## src/rtl/muldiv_unit.sv

```systemverilog
// rtl/muldiv_unit.sv - iterative RV32M multiply/divide unit with shared 32-step datapath
module muldiv_unit #(
  parameter int XLEN = 32
) (
  input  logic            clk,
  input  logic            rst,
  input  logic            start,
  input  logic [2:0]      funct3,
  input  logic [XLEN-1:0] opa,
  input  logic [XLEN-1:0] opb,
  input  logic            flush,
  output logic            busy,
  output logic            done,
  output logic [XLEN-1:0] result
);

  localparam logic [1:0] S_IDLE = 2'd0;
  localparam logic [1:0] S_CALC = 2'd1;
  localparam logic [1:0] S_FIX  = 2'd2;
  localparam logic [1:0] S_DONE = 2'd3;

  localparam logic [XLEN-1:0]   ONE_W   = {{(XLEN-1){1'b0}}, 1'b1};
  localparam logic [2*XLEN-1:0] ONE_DW  = {{(2*XLEN-1){1'b0}}, 1'b1};
  localparam logic [XLEN-1:0]   INT_MIN = {1'b1, {(XLEN-1){1'b0}}};

  logic [1:0]        state_q, state_d;
  logic [2:0]        op_q, op_d;
  logic              neg_res_q, neg_res_d;   // product/quotient needs negation
  logic              neg_rem_q, neg_rem_d;   // dividend was negative
  logic [XLEN-1:0]   mcand_q, mcand_d;       // multiplicand or divisor magnitude
  logic [4:0]        cnt_q, cnt_d;
  logic [2*XLEN-1:0] acc_q, acc_d;           // {hi, lo} product, or {rem, quot}
  logic [XLEN-1:0]   result_q, result_d;

  // Operand decode: signedness, magnitudes and fast-path detection
  logic            is_div, sgn_a, sgn_b, neg_a, neg_b;
  logic [XLEN-1:0] mag_a, mag_b;
  logic            div_zero, div_ovf, fast;
  logic [XLEN-1:0] fast_val;
  always_comb begin
    is_div   = funct3[2];
    sgn_a    = is_div ? ~funct3[0] : (funct3[1:0] != 2'b11);
    sgn_b    = is_div ? ~funct3[0] : ~funct3[1];
    neg_a    = sgn_a & opa[XLEN-1];
    neg_b    = sgn_b & opb[XLEN-1];
    mag_a    = neg_a ? (~opa + ONE_W) : opa;
    mag_b    = neg_b ? (~opb + ONE_W) : opb;
    div_zero = (opb == '0);
    div_ovf  = ~funct3[0] & (opa == INT_MIN) & (opb == '1);
    fast     = is_div & (div_zero | div_ovf);
    if (div_zero) fast_val = funct3[1] ? opa : '1;
    else          fast_val = funct3[1] ? '0 : INT_MIN;
  end

  // One iteration of shift-add multiply and of restoring division
  logic [XLEN:0]     madd;
  logic [2*XLEN-1:0] mul_next;
  logic [XLEN:0]     rshift;
  logic [XLEN+1:0]   rdiff;
  logic [2*XLEN-1:0] div_next;
  always_comb begin
    madd     = {1'b0, acc_q[2*XLEN-1:XLEN]} + (acc_q[0] ? {1'b0, mcand_q} : '0);
    mul_next = {madd, acc_q[XLEN-1:1]};
    rshift   = {acc_q[2*XLEN-1:XLEN], acc_q[XLEN-1]};
    rdiff    = {1'b0, rshift} - {2'b00, mcand_q};
    if (rdiff[XLEN+1]) div_next = {rshift[XLEN-1:0], acc_q[XLEN-2:0], 1'b0};
    else               div_next = {rdiff[XLEN-1:0],  acc_q[XLEN-2:0], 1'b1};
  end

  // Sign correction and result selection applied in FIX
  logic [2*XLEN-1:0] prod_fix;
  logic [XLEN-1:0]   quot, rem, fix_val;
  always_comb begin
    prod_fix = neg_res_q ? (~acc_q + ONE_DW) : acc_q;
    quot     = acc_q[XLEN-1:0];
    rem      = acc_q[2*XLEN-1:XLEN];
    if (!op_q[2])
      fix_val = (op_q[1:0] == 2'b00) ? prod_fix[XLEN-1:0] : prod_fix[2*XLEN-1:XLEN];
    else if (!op_q[1])
      fix_val = neg_res_q ? (~quot + ONE_W) : quot;
    else
      fix_val = neg_rem_q ? (~rem + ONE_W) : rem;
  end

  // Next-state logic; flush overrides everything and leaves result untouched
  always_comb begin
    state_d   = state_q;
    op_d      = op_q;
    neg_res_d = neg_res_q;
    neg_rem_d = neg_rem_q;
    mcand_d   = mcand_q;
    cnt_d     = cnt_q;
    acc_d     = acc_q;
    result_d  = result_q;
    case (state_q)
      S_IDLE: begin
        cnt_d = '0;
        if (start) begin
          op_d      = funct3;
          neg_res_d = neg_a ^ neg_b;
          neg_rem_d = neg_a;
          mcand_d   = is_div ? mag_b : mag_a;
          acc_d     = {{XLEN{1'b0}}, (is_div ? mag_a : mag_b)};
          if (fast) begin
            result_d = fast_val;
            state_d  = S_DONE;
          end else begin
            state_d  = S_CALC;
          end
        end
      end
      S_CALC: begin
        acc_d = op_q[2] ? div_next : mul_next;
        cnt_d = cnt_q + 5'd1;
        if (cnt_q == 5'd31) state_d = S_FIX;
      end
      S_FIX: begin
        result_d = fix_val;
        state_d  = S_DONE;
      end
      default: state_d = S_IDLE;
    endcase
    if (flush) begin
      state_d  = S_IDLE;
      result_d = result_q;
    end
  end

  // State and datapath registers
  always_ff @(posedge clk or posedge rst) begin
    if (rst) begin
      state_q   <= S_IDLE;
      op_q      <= '0;
      neg_res_q <= 1'b0;
      neg_rem_q <= 1'b0;
      mcand_q   <= '0;
      cnt_q     <= '0;
      acc_q     <= '0;
      result_q  <= '0;
    end else begin
      state_q   <= state_d;
      op_q      <= op_d;
      neg_res_q <= neg_res_d;
      neg_rem_q <= neg_rem_d;
      mcand_q   <= mcand_d;
      cnt_q     <= cnt_d;
      acc_q     <= acc_d;
      result_q  <= result_d;
    end
  end

  assign busy   = ~rst & (((state_q == S_IDLE) & start) | (state_q == S_CALC) | (state_q == S_FIX));
  assign done   = (state_q == S_DONE);
  assign result = result_q;

endmodule

```

## config.mk

```make
export PLATFORM = sky130hd
export DESIGN_NAME = muldiv_unit
export DESIGN_NICKNAME = d
export VERILOG_FILES = /design/src/rtl/muldiv_unit.sv
export SDC_FILE = /design/constraint.sdc
export NUM_CORES = 1
export LEC_CHECK = 0
export ABC_AREA = 0
export BUFFER_PORTS_ARGS = -buffer_cell sky130_fd_sc_hd__buf_2
export CORE_UTILIZATION = 55
export DETAILED_ROUTE_END_ITERATION = 12
export GPL_TIMING_DRIVEN = 0
export HOLD_SLACK_MARGIN = 0.03
export PLACE_DENSITY_LB_ADDON = 0.15
export SLEW_MARGIN = 25
export SYNTH_ARGS = -nofsm -noshare
export SYNTH_HDL_FRONTEND = slang
export SYNTH_SLANG_ARGS = --single-unit
```

## constraint.sdc

```tcl
create_clock -name clk -period 5.13 [get_ports clk]
set_clock_uncertainty 0.05 [all_clocks]
set_input_delay 0.513 -clock clk [delete_from_list [all_inputs] [get_ports clk]]
set_output_delay 0.513 -clock clk [all_outputs]
set_load 0.02 [all_outputs]
```

==> reports/qor.csv <==
stage,metric,value,unit
status,status,"finished, final reports clean",
floorplanning,start_util,56.58,%
yosys,postSynthCellCount,2014,
power_and_ir_drop,fin_total_pwr,12.55,mW
timing,hold_viol_final,0,
global_route,grtUsageTotal,45.33,%
clocking,post_cts_buffers,0,
global_route,overflow,0,
critical_path,crit_fanout,10,
route,ant_nets,0,
yosys,ys_types,77,
global_route,grt_pass1_vias,15530,
yosys,synth-seq-cells,140,
global_route,antenna_found_initial,0,
floorplanning,io-pin-count,105,
finish,layout-drive-gt1-share,8.926,%
critical_path,cp.arrival,4.97,ns
placement,pre_cts_slack,0.5372,ns
placement,place_congestion,1.084,
critical_path,cp-start-kind,flip-flop,
route,wl,63470,um
placement,dp.cells,2454,
yosys,syn-cell-area,14910,um^2
timing,rsz0062_at_grt,false,
clocking,cts_hold_buf,0,
yosys,synth_seq_area_share,23.50,%
placement,port-buffer-count,104,
timing,worst_slack,0.4841,ns
yosys,synthArstFlopShare,100.0,%
yosys,synthesis.nets,2162,
clocking,clockBufferDepth,2,
timing,setup_viol,0,
timing,min_period,4.646,ns
route,drc,0,
placement,dp_hpwl,50130,um
timing,fmaxAchievable,0.2152,GHz
finish,multiInputGateArea,10550,um^2
route,num_vias,17110,
clocking,path_clk_slew,0.07,ns
finish,syn2layout_area_growth,10.49,%
clocking,cts_resized,0,
yosys,syn_avg_cell_area,7.403,um^2
finish,nets,2286,
power_and_ir_drop,p_leak,6.868,nW
run,cap_violations,0,
route,viasPerCell,6.882,
min_path,min_path_type,primary input to asynchronous set/reset pin,
power_and_ir_drop,power_density,761.8,nW/um^2
clocking,cts.sinks,140,
yosys,ys.flop_type,dfrtp_1,
global_route,grt_pass1_wl,95190,um
floorplanning,die-height,166.7,um
route,drt-pass1-iter-count,8,
yosys,ys_warn_count,0,
route,drtIter0Drc,2597,
floorplanning,fp.coreArea,26350,um^2
timing,relSlewSlack,33.52,%
clocking,cts_tree,yes,
timing,slew_viol_final,0,
critical_path,end_kind,flip-flop,
route,wl_per_cell,25.53,um
floorplanning,fp.dieW,166.7,um
finish,fillCellCount,2447,
global_route,grt_max_degree,86,
timing,post-route-period-util,90.56,%
clocking,worstSkewPairLatency,0.45,ns
power_and_ir_drop,max-vdd-ir-drop,376.2,uV
finish,stdcell_count,2486,
clocking,h-tree-depth,4,
critical_path,path_class,flip-flop to flip-flop,
yosys,synth_edf_count,0,
finish,ff_latch_area,3503,um^2
critical_path,crit_required,5.45,ns
finish,antenna_cells,0,
timing,tightest_slew,0.9881,ns
floorplanning,rows,59,
floorplanning,dieArea,27770,um^2
clocking,numCtsBuffers,17,
clocking,cts_root_buf,clkbuf_16,
cells by family after synthesis:
kind of cell             count (synthesis)  synth area share, %
flip-flops                             140                23.50
buffers and inverters                  221                5.773
AND/OR/NAND/NOR                        635                19.91
XOR/XNOR                               195                11.45
multiplexers                            55                3.877
AO/OA/AOI/OAI                          691                28.93
adder cells (fa/ha/maj)                 77                6.562
placed cells by master, fill, tap and decap left out, types with 27 or more instances in the layout:
| master | synthesis | routed |
|---|---|---|
| nor2_1 | 197 | 197 |
| o31ai_1 | 43 | 43 |
| nor3_1 | 34 | 34 |
| buf_2 | 4 | 108 |
| mux2i_1 | 33 | 33 |
| xor2_1 | 86 | 86 |
| nand2_1 | 203 | 203 |
| dfrtp_1 | 140 | 140 |
| clkbuf_1 | 124 | 124 |
| or3_1 | 27 | 27 |
| inv_1 | 75 | 74 |
| ha_1 | 75 | 75 |
| o21ai_0 | 190 | 190 |
| xnor2_1 | 109 | 109 |
| a21oi_1 | 208 | 208 |
| nand3_1 | 35 | 35 |
power breakdown:
group | total [mW] | switching [mW] | leakage (nW) | internal, mW
Combinational | 9.10 | 6.02 | 4.82 | 3.08
Sequential | 2.16 | 0.569 | 1.76 | 1.59
Clock | 1.30 | 0.596 | 0.285 | 0.699
Total | 12.6 | 7.19 | 6.87 | 5.36
worst max-delay path, stage by stage, from the launching register on:
cell and delay, ns:
dfrtp_1 0.53, inv_1 0.24, clkbuf_1 0.55, ha_1 0.33, nand2b_1 0.07, or2_2 0.26, clkbuf_1 0.18, nor4_1 0.87
nand2_1 0.18, o31a_1 0.29, xnor2_1 0.14, a221oi_1 0.56, nor2_1 0.13, a21oi_1 0.17
through the flow:
stage                     TNS [ns]  util (%)  area (um^2)  hold WS (ns)
after floorplan                  0         -        14910        0.3998
after global placement     -132.44     60.14        15850        0.4138
after detailed placement         0     60.28        15890        0.4226
after CTS                        0     62.50        16470       0.06032
after global routing             0     62.51        16470       0.07690
final                            0     62.51        16470       0.03056
metal layers:
layer  part of all wire (%)  vias up  track usage [%]
met5                      0        -                0
met4                    6.0        0            23.43
met3                     13      240            13.81
met2                     41     1252            66.46
met1                     39     8069            60.01
li1                       -     7548                -
state kept, by name, indices dropped and copies added (netlist names):
register,count
acc_q,64
cnt_q,5
mcand_q,32
neg_rem_q,1
neg_res_q,1
op_q,3
result,32
state_q,2
final cells by class:
cell class / count / share of cell area, %
plain buffers: 143 / 3.448
clock buffers: 18 / 2.666
clock inverters: 14 / 0.8962
inverters: 78 / 1.823
multi-input cells: 1653 / 64.03
flip-flops and latches: 140 / 21.27
well taps: 335 / 2.544
repair buffers: 105 / 3.326
Yosys cell counts, drive strengths merged, types with 13 or more instances:
library cell	instances	area, um^2
ha	75	938.4
nand3	35	175.2
or3	27	168.9
mux2	22	247.7
a22oi	21	157.7
nor3	34	170.2
o31ai	43	322.8
nand2b	17	106.4
a31oi	22	152.7
o221ai	13	113.9
o211ai	23	172.7
and3	13	81.33
nand2	203	762.0
o21ai	197	985.9
mux2i	33	330.3
o22a	13	113.9
a21o	20	150.1
buf	19	102.6
inv	76	285.3
nand4	19	118.9
a211oi	24	180.2
o41ai	22	192.7
a21oi	208	1041
dfrtp	140	3503
or4	18	142.6
nor2	198	759.5
xor2	86	753.2
nor2b	21	131.4
a221oi	16	140.1
xnor2	109	954.7
clkbuf	124	465.5
o21a	13	97.59
nor4	19	133.9
final timing paths:
kind	start	end	slack [ns]	cells after the start
worst max-delay path	acc_q[0]	result[4]	0.48	13
worst min-delay path	rst	cnt_q[1]	0.03	2
worst max register to register	acc_q[0]	result[4]	0.48	13
worst min register to register	mcand_q[11]	mcand_q[11]	0.44	2
max in group asynchronous	rst	mcand_q[20]	4.20	3
min in group clk	flush	state_q[1]	0.32	2
Note: power is estimated with default switching activity, not from simulation.
